## config.mk

```make
export PLATFORM = sky130hd
export DESIGN_NAME = overture_out_monitor_flat
export DESIGN_NICKNAME = d
export VERILOG_FILES = /design/src/rtl/overture_out_monitor_if.sv /design/src/rtl/overture_out_monitor.sv /design/src/flat_wrapper.sv
export SDC_FILE = /design/constraint.sdc
export NUM_CORES = 1
export LEC_CHECK = 0
export ABC_AREA = 1
export CORE_MARGIN = 2
export CORE_UTILIZATION = 63
export CTS_CLUSTER_DIAMETER = 30
export DETAILED_ROUTE_END_ITERATION = 6
export GPL_ROUTABILITY_DRIVEN = 0
export PLACE_DENSITY_LB_ADDON = 0.15
export RECOVER_POWER = 50
export SYNTH_ARGS = -nofsm -noshare
export SYNTH_HDL_FRONTEND = slang
export SYNTH_SLANG_ARGS = --single-unit
```

## constraint.sdc

```tcl
create_clock -name clk -period 10.38 [get_ports clk]
set_input_delay 2.076 -clock clk [delete_from_list [all_inputs] [get_ports clk]]
set_output_delay 2.076 -clock clk [all_outputs]
set_load 0.05 [all_outputs]
```

## src/rtl/overture_out_monitor_if.sv

```systemverilog
// Show-ahead output stream of the Overture out_port monitor: captured value plus
// the run-cycle timestamp taken when that value was sampled.
interface overture_out_monitor_if #(
    parameter int STAMP_W = 16
);
    logic               m_valid;
    logic               m_ready;
    logic [7:0]         m_data;
    logic [STAMP_W-1:0] m_stamp;

    modport master (output m_valid, output m_data, output m_stamp, input m_ready);
    modport slave  (input m_valid, input m_data, input m_stamp, output m_ready);
endinterface

```

## src/rtl/overture_out_monitor.sv

```systemverilog
// Watches an Overture CPU's out_port/pc, queues every out_port change with a
// run-cycle timestamp in a show-ahead FIFO, and flags program halt.
module overture_out_monitor #(
    parameter int DEPTH       = 8,
    parameter int HALT_CYCLES = 4,
    parameter int STAMP_W     = 16
) (
    input  logic                     clk,
    input  logic                     reset,
    input  logic                     run,
    input  logic [7:0]               pc,
    input  logic [7:0]               out_port,
    overture_out_monitor_if.master   m,
    output logic [$clog2(DEPTH):0]   fifo_count,
    output logic                     overflow,
    output logic                     halted,
    output logic [STAMP_W-1:0]       cycle_count
);
    localparam int PTR_W = $clog2(DEPTH);
    localparam int CNT_W = PTR_W + 1;
    localparam int HC_W  = $clog2(HALT_CYCLES + 1);
    localparam logic [CNT_W-1:0] FULL     = CNT_W'(DEPTH);
    localparam logic [HC_W-1:0]  HALT_LIM = HC_W'(HALT_CYCLES);

    logic [7:0]         mem_data [DEPTH];
    logic [STAMP_W-1:0] mem_stamp[DEPTH];

    logic [7:0]         prev_out_reg,    prev_out_next;
    logic [7:0]         prev_pc_reg,     prev_pc_next;
    logic [HC_W-1:0]    stable_cnt_reg,  stable_cnt_next;
    logic               halted_reg,      halted_next;
    logic               overflow_reg,    overflow_next;
    logic [STAMP_W-1:0] cycle_count_reg, cycle_count_next;
    logic [PTR_W-1:0]   wr_ptr_reg,      wr_ptr_next;
    logic [PTR_W-1:0]   rd_ptr_reg,      rd_ptr_next;
    logic [CNT_W-1:0]   count_reg,       count_next;

    logic push, pop, push_ok, fifo_valid;
    logic [HC_W-1:0] stable_calc;

    assign fifo_valid = (count_reg != '0);
    assign pop        = fifo_valid && m.m_ready;
    assign push       = run && (out_port != prev_out_reg);
    // A full FIFO still takes the new entry when the head leaves on the same edge.
    assign push_ok    = push && ((count_reg != FULL) || pop);

    always_comb begin
        stable_calc      = '0;
        prev_out_next    = prev_out_reg;
        prev_pc_next     = prev_pc_reg;
        stable_cnt_next  = stable_cnt_reg;
        halted_next      = halted_reg;
        overflow_next    = overflow_reg;
        cycle_count_next = cycle_count_reg;
        wr_ptr_next      = wr_ptr_reg;
        rd_ptr_next      = rd_ptr_reg;
        count_next       = count_reg;

        if (pc == prev_pc_reg) begin
            stable_calc = (stable_cnt_reg == HALT_LIM) ? HALT_LIM : stable_cnt_reg + 1'b1;
        end

        if (run) begin
            prev_out_next   = out_port;
            prev_pc_next    = pc;
            stable_cnt_next = stable_calc;
            if (stable_calc == HALT_LIM) begin
                halted_next = 1'b1;
            end
            if (!halted_reg && (cycle_count_reg != '1)) begin
                cycle_count_next = cycle_count_reg + 1'b1;
            end
        end

        if (push && !push_ok) begin
            overflow_next = 1'b1;
        end
        if (push_ok) begin
            wr_ptr_next = wr_ptr_reg + 1'b1;
        end
        if (pop) begin
            rd_ptr_next = rd_ptr_reg + 1'b1;
        end
        case ({push_ok, pop})
            2'b10:   count_next = count_reg + 1'b1;
            2'b01:   count_next = count_reg - 1'b1;
            default: count_next = count_reg;
        endcase
    end

    always_ff @(posedge clk) begin
        if (reset) begin
            prev_out_reg    <= '0;
            prev_pc_reg     <= '0;
            stable_cnt_reg  <= '0;
            halted_reg      <= 1'b0;
            overflow_reg    <= 1'b0;
            cycle_count_reg <= '0;
            wr_ptr_reg      <= '0;
            rd_ptr_reg      <= '0;
            count_reg       <= '0;
        end else begin
            prev_out_reg    <= prev_out_next;
            prev_pc_reg     <= prev_pc_next;
            stable_cnt_reg  <= stable_cnt_next;
            halted_reg      <= halted_next;
            overflow_reg    <= overflow_next;
            cycle_count_reg <= cycle_count_next;
            wr_ptr_reg      <= wr_ptr_next;
            rd_ptr_reg      <= rd_ptr_next;
            count_reg       <= count_next;
        end
    end

    // Storage needs no reset: entries are only visible through count_reg.
    always_ff @(posedge clk) begin
        if (!reset && push_ok) begin
            mem_data[wr_ptr_reg]  <= out_port;
            mem_stamp[wr_ptr_reg] <= cycle_count_reg;
        end
    end

    assign m.m_valid   = fifo_valid;
    assign m.m_data    = fifo_valid ? mem_data[rd_ptr_reg]  : '0;
    assign m.m_stamp   = fifo_valid ? mem_stamp[rd_ptr_reg] : '0;
    assign fifo_count  = count_reg;
    assign overflow    = overflow_reg;
    assign halted      = halted_reg;
    assign cycle_count = cycle_count_reg;
endmodule

```

## src/flat_wrapper.sv

```systemverilog
// flat-port wrapper written by rule: the top's interface ports become plain ports
module overture_out_monitor_flat 
#(
    parameter int DEPTH       = 8,
    parameter int HALT_CYCLES = 4,
    parameter int STAMP_W     = 16
)
  (clk, reset, run, pc, out_port, fifo_count, overflow, halted, cycle_count, m_m_valid, m_m_data, m_m_stamp, m_m_ready);
  overture_out_monitor_if #(.STAMP_W(STAMP_W)) m_i ();
  input  logic clk;
  input  logic reset;
  input  logic run;
  input  logic [7:0] pc;
  input  logic [7:0] out_port;
  output logic [$clog2(DEPTH):0] fifo_count;
  output logic overflow;
  output logic halted;
  output logic [STAMP_W-1:0] cycle_count;
  output wire logic [$bits(m_i.m_valid)-1:0] m_m_valid;
  output wire logic [$bits(m_i.m_data)-1:0] m_m_data;
  output wire logic [$bits(m_i.m_stamp)-1:0] m_m_stamp;
  input wire logic [$bits(m_i.m_ready)-1:0] m_m_ready;
  assign m_m_valid = m_i.m_valid;
  assign m_m_data = m_i.m_data;
  assign m_m_stamp = m_i.m_stamp;
  assign m_i.m_ready = m_m_ready;
  overture_out_monitor #(.DEPTH(DEPTH), .HALT_CYCLES(HALT_CYCLES), .STAMP_W(STAMP_W)) u_core (.clk(clk), .reset(reset), .run(run), .pc(pc), .out_port(out_port), .m(m_i), .fifo_count(fifo_count), .overflow(overflow), .halted(halted), .cycle_count(cycle_count));
endmodule
```

* Word-level counts from Yosys, hierarchy flattened
Memories as Yosys holds them, arrays and structs flattened. A register that Yosys moved wholly into a read port is not among the register bits.
Index checks and enable logic that the tools add are counted.
** Operators by class
- Muxes and demuxes :: 11
- Divide/modulo/power cells :: 0
- Bitwise logic cells :: 0
- $add $sub $neg :: 6
- Shift-type cells :: 0
- Equal/unequal tests :: 8
- $mul :: 0
- Reductions and logical operators :: 14
- Magnitude comparators :: 0
** Operator list (count)
- $mux W3 :: 6
- $add A16 B1 Y16 const B :: 1
- $mux W16 :: 1
- $ne A16 B16 Y1 const B :: 1
- $add A3 B1 Y3 const B :: 3
- $eq A8 B8 Y1 :: 1
- $mux W8 :: 1
- $ne A8 B8 Y1 :: 1
- $pmux W4 S2 :: 1
- $eq A3 B3 Y1 const B :: 2
- $logic_and A1 B1 Y1 :: 6
- $add A4 B1 Y4 const B :: 1
- $ne A4 B4 Y1 const B :: 1
- $reduce_and A2 Y1 :: 2
- $reduce_bool A4 Y1 :: 1
- $sub A4 B1 Y4 const B :: 1
- $logic_not A1 Y1 :: 3
- $eq A2 B1 Y1 const B :: 1
- $eq A2 B2 Y1 const B :: 1
- $mux W1 :: 2
- $reduce_bool A2 Y1 :: 1
- $logic_or A1 B1 Y1 :: 1
** Storage, ports and cells
- Bits in registers :: 47
- Memory bits (read-only) :: 0
- Memory bits (writable) :: 192
- Input port bits :: 20
- Memories :: 2
- Word-level logic and storage cells :: 50
- Bits in latches :: 0
- Output and inout bits :: 47
** Memory list
- u_core.mem_stamp :: depth 8, bits a word 16, read ports 1, clocked after memory_dff 1, wr ports 1, RTL line overture_out_monitor.sv:26 : logic [STAMP_W-1:0] mem_stamp[DEPTH];
- u_core.mem_data :: depth 8, bits a word 8, read ports 1, clocked after memory_dff 1, wr ports 1, RTL line overture_out_monitor.sv:25 : logic [7:0] mem_data [DEPTH];

* Logic depth before layout (Yosys ltp)
- Word-level depth :: 7
- Depth in mapped cells :: 19
- Gate-level depth less buffers :: 19

* Least setup slack after synthesis
Ideal clock, no wire load.
- Path type :: input to register
- Start :: input out_port[4]
- End :: memory u_core.mem_data[0][0], enable pin
- Setup time :: 435 ps
- Path buffers :: 0
- Data required time :: 9945 ps
- Data arrival time :: 4400 ps
- Stages on the path :: 10
- Slack :: 5544 ps
- Cell sequence :: inv_1 -> nand2_1 -> nand2_1 -> nand2_1 -> nor2_1 -> nand2_1 -> nand3_1 -> nor2_1 -> inv_1 -> nor3_1
** On the way
- Longest elaborated chain between the ends :: 6
** Ends and longest elaborated chain
- start, declared :: RTL line flat_wrapper.sv:14 : input logic [7:0] out_port;
- $ne A8 B8 Y1 :: RTL line overture_out_monitor.sv:43 : assign push = run && (out_port != prev_out_reg);
- $logic_and A1 B1 Y1 :: RTL line overture_out_monitor.sv:43
- $logic_and A1 B1 Y1 :: RTL line overture_out_monitor.sv:45 : assign push_ok = push && ((count_reg != FULL) || pop);
- $logic_and A1 B1 Y1 :: RTL line overture_out_monitor.sv:117 : if (!reset && push_ok) begin
- $mux W1 :: RTL line overture_out_monitor.sv:117
- $mux W1 (implied by the code) :: RTL line overture_out_monitor.sv:118 : mem_data[wr_ptr_reg] <= out_port;
- end, declared :: RTL line overture_out_monitor.sv:25
Every way passes these cells.

==> flow_summary_export.csv <==
group,metric,value,unit
synth,synth.area.top_cells,"sky130_fd_sc_hd__edfxtp_1 58%, sky130_fd_sc_hd__dfxtp_1 10%, sky130_fd_sc_hd__o21ai_0 7.6%, sky130_fd_sc_hd__nor2_1 7.2%, sky130_fd_sc_hd__nand2_1 2.4%",
synth,yosys.cell_count.top_type,"sky130_fd_sc_hd__edfxtp_1",
worst_setup_path,critPathSlowestCell,"sky130_fd_sc_hd__buf_4",
cells_and_area,max_reg_flops,128,
worst_setup_path,critPathCaptureType,"primary output",
cells_and_area,seqCellArea,6768,µm²
clock_network,clk_path_buf_depth,3,
sta,min_period_over_period,0.5787,
floorplan,start_util,0.6507,
floorplan,floorplan.rows,45,
worst_setup_path,critical-path-max-stage-delay,730,ps
floorplan,dieArea,16840,µm²
grt,use_met3,0.05371,
grt,maximum_number_of_pins_on_one_net_before_global_route_repair,98,
cells_and_area,insertedDiodeCount,0,
synth,yosysTopAreaCellShare,0.5786,
clock_network,path_clk_slew,50,ps
sta,tns,0,ps
synth,syn_inst,913,
clock_network,cts.root.buffer_cell,"sky130_fd_sc_hd__clkbuf_16",
place,post_dp_cell_area,10800,µm²
cells_and_area,final_cell_area,12070,µm²
grt,grt_antenna_before_repair,0,
worst_setup_path,rr_startpoint,"u_core.fifo_count[0]",
grt,vias_in_the_first_global_route,7371,
clock_network,post_cts_buffers,0,
grt,grt.met2_usage,0.4826,
sta,final_max_slew_viol_count,0,
cells_and_area,layout_cells_sized_above_1,0.1022,
synth,ys_ff_latch,242,
synth,synthFlopType,"sky130_fd_sc_hd__edfxtp_1",
floorplan,i_o_pin_count,67,
worst_hold_path,min_path_type,"reg -> reg",
clock_network,h-tree-depth,2,
sta,clock_period_minus_worst_slack,6007,ps
synth,syn_area_per_cell,10.91,µm²
sta,rsz0062_at_grt,"false",
grt,grt_pass1_wl,36380,µm
synth,yosys-top-cells-count,"192 x sky130_fd_sc_hd__edfxtp_1, 191 x sky130_fd_sc_hd__nor2_1, 152 x sky130_fd_sc_hd__o21ai_0",
route,routed-via-count,7292,
cells_and_area,fillCellCount,923,
sta,timing.clock.skew,15.87,ps
worst_setup_path,r2r_setup_slk,7400,ps
floorplan,die_y,129.8,µm
floorplan,die_width,129.8,µm
route,drt_wl_total,23120,µm
worst_hold_path,hold_path.startpoint,"u_core.rd_ptr_reg[2]",
worst_setup_path,start_kind,"flip-flop",
pwr,power.ir.vdd_worst,154.3,µV
sta,setup-violations-final,0,
sta,hold_violations,0,
place,numPortBuffers,66,
synth,yosysUniqueCellTypes,37,
floorplan,placeableCoreArea,15310,µm²
place,dp.final_hpwl,12360,µm
cells_and_area,num-nets-final,1009,
route,route.detailed.vias_per_inst,5.982,
sta,actual_slew_at_the_worst_max_slew_pin,1146,ps
synth,synth-async-reset-ratio,0,
cells_and_area,post-route-util,0.7878,
route,detail-route-antenna-nets,0,
route,firstDrtPassIters,5,
worst_setup_path,crit_type,"reg -> out",
clock_network,tritoncts_clock_tree,"built",
worst_hold_path,holdPathStages,2,
worst_setup_path,worst_r2r_path_depth,15,
worst_setup_path,critical_path_peak_fanout,97,
grt,grt_util_all_layers,0.2830,
run,max-cap-violations,0,
grt,global_route.overflow_total,0,
grt,grt_busiest_layer,"met2",
cells_and_area,multiInputGateArea,2808,µm²
worst_setup_path,regToRegEndpoint,"u_core.fifo_count[3]",
clock_network,number_of_buffers_inserted_for_hold_repair_after_clock_tree_synthesis,0,
status,run_status,"completed",
sta,fmaxAchievable,166.5,MHz
route,drtIter0Drc,625,
grt,global_route.usage.met1,0.3692,
synth,post-synth-top-area-cell,"sky130_fd_sc_hd__edfxtp_1",
place,post_placement_setup_slack,4947,ps
sta,smallest_setup_slack_after_layout,4373,ps
route,dr_wl_cell,18.96,µm
worst_setup_path,cp.required,8300,ps
worst_setup_path,worst_ep_arrival_time,3930,ps
worst_setup_path,worstPathCellList,"buf_4 > inv_2 > buf_4 > o21ai_0 > o22ai_1 > o21ai_0 > a31oi_1 > clkdlybuf4s50_1",
pwr,p_leak,4.358,nW
synth,synth_edf_count,192,
clock_network,clk_sink_count,242,
synth,synth_area,9965,µm²
clock_network,cts_inserted_buffers,40,
synth,syn_warnings,0,
clock_network,post_cts_resized,0,
synth,net_count_after_synthesis,941,
route,drc,0,
sta,max_slew_margin,0.2350,
cells_and_area,syn2layout_area_growth,21.08,%
clock_network,clock_latency,500,ps
pwr,totalPowerFinal,2.985,mW
pwr,powerDensity,247.4,nW/µm²
synth,sequential_share_of_the_synthesized_area,0.6791,
## per-stage QoR
step,hold slack [ps],cells
2_1_floorplan,433.4,913
3_3_place_gp,445.7,1150
3_5_place_dp,465.4,1150
4_1_cts,479.5,1219
5_1_grt,482.3,1219
6_report,480.6,1219
## kinds of logic (layout without fill, tap and decap cells)
logic type      after synthesis  count (layout)  share of synthesized area
compound gates              243             243                     0.1308
xor+xnor                     10              10                   0.008790
flops                       242             242                     0.6791
buf+inv                     109             204                    0.04370
fa+ha+maj                     8               8                    0.01080
simple gates                301             301                     0.1268
## metal layers
layer	share of wire	up-vias	wire [µm]
met5	0	-	0
met4	0.020	0	454
met3	0.082	44	1888
met2	0.50	335	11560
met1	0.40	3555	9213
li1	-	3358	-
## worst max path at each step
stage,start,to,depth (start not counted)
2_1_floorplan,out_port[4],u_core.mem_data[0][0],10
3_5_place_dp,flip-flop,m_m_data[4],8
4_1_cts,flip-flop,m_m_data[4],8
3_3_place_gp,flip-flop,m_m_stamp[8],8
5_1_grt,flip-flop,m_m_stamp[6],8
6_report,flip-flop,m_m_stamp[9],8
## power breakdown
group	total [mW]	switching, mW	internal (mW)
combinational	0.659	0.464	0.194
sequential	1.09	0.0169	1.07
clock	1.24	0.442	0.799
## layout by cell type (no fill, tap or decap), drive strengths merged, types with 16 or more instances in the layout
| cell | instances |
|---|---|
| inv | 65 |
| edfxtp | 192 |
| dlygate4sd3 | 25 |
| o22ai | 26 |
| clkbuf | 45 |
| o21ai | 156 |
| clkdlybuf4s50 | 41 |
| a21oi | 33 |
| dfxtp | 50 |
| a31oi | 25 |
| nand2 | 70 |
| nand3 | 16 |
| nor2 | 192 |
## layout make-up
cell class,count,area share
Tap cell,211,0.02188
Sequential cell,242,0.5609
Clock buffer,45,0.08628
Multi-Input combinational cell,562,0.2327
Timing Repair Buffer,75,0.06035
Clock inverter,24,0.01918
Inverter,60,0.01867
## worst max-delay path, delay by kind of cell, from the launching register on
| family | cells | cell delay, ps |
|---|---|---|
| buffers and inverters | 4 | 2470 |
| flip-flops | 1 | 310 |
| AO/OA/AOI/OAI | 4 | 580 |
Note: power is estimated with default switching activity, not from simulation.
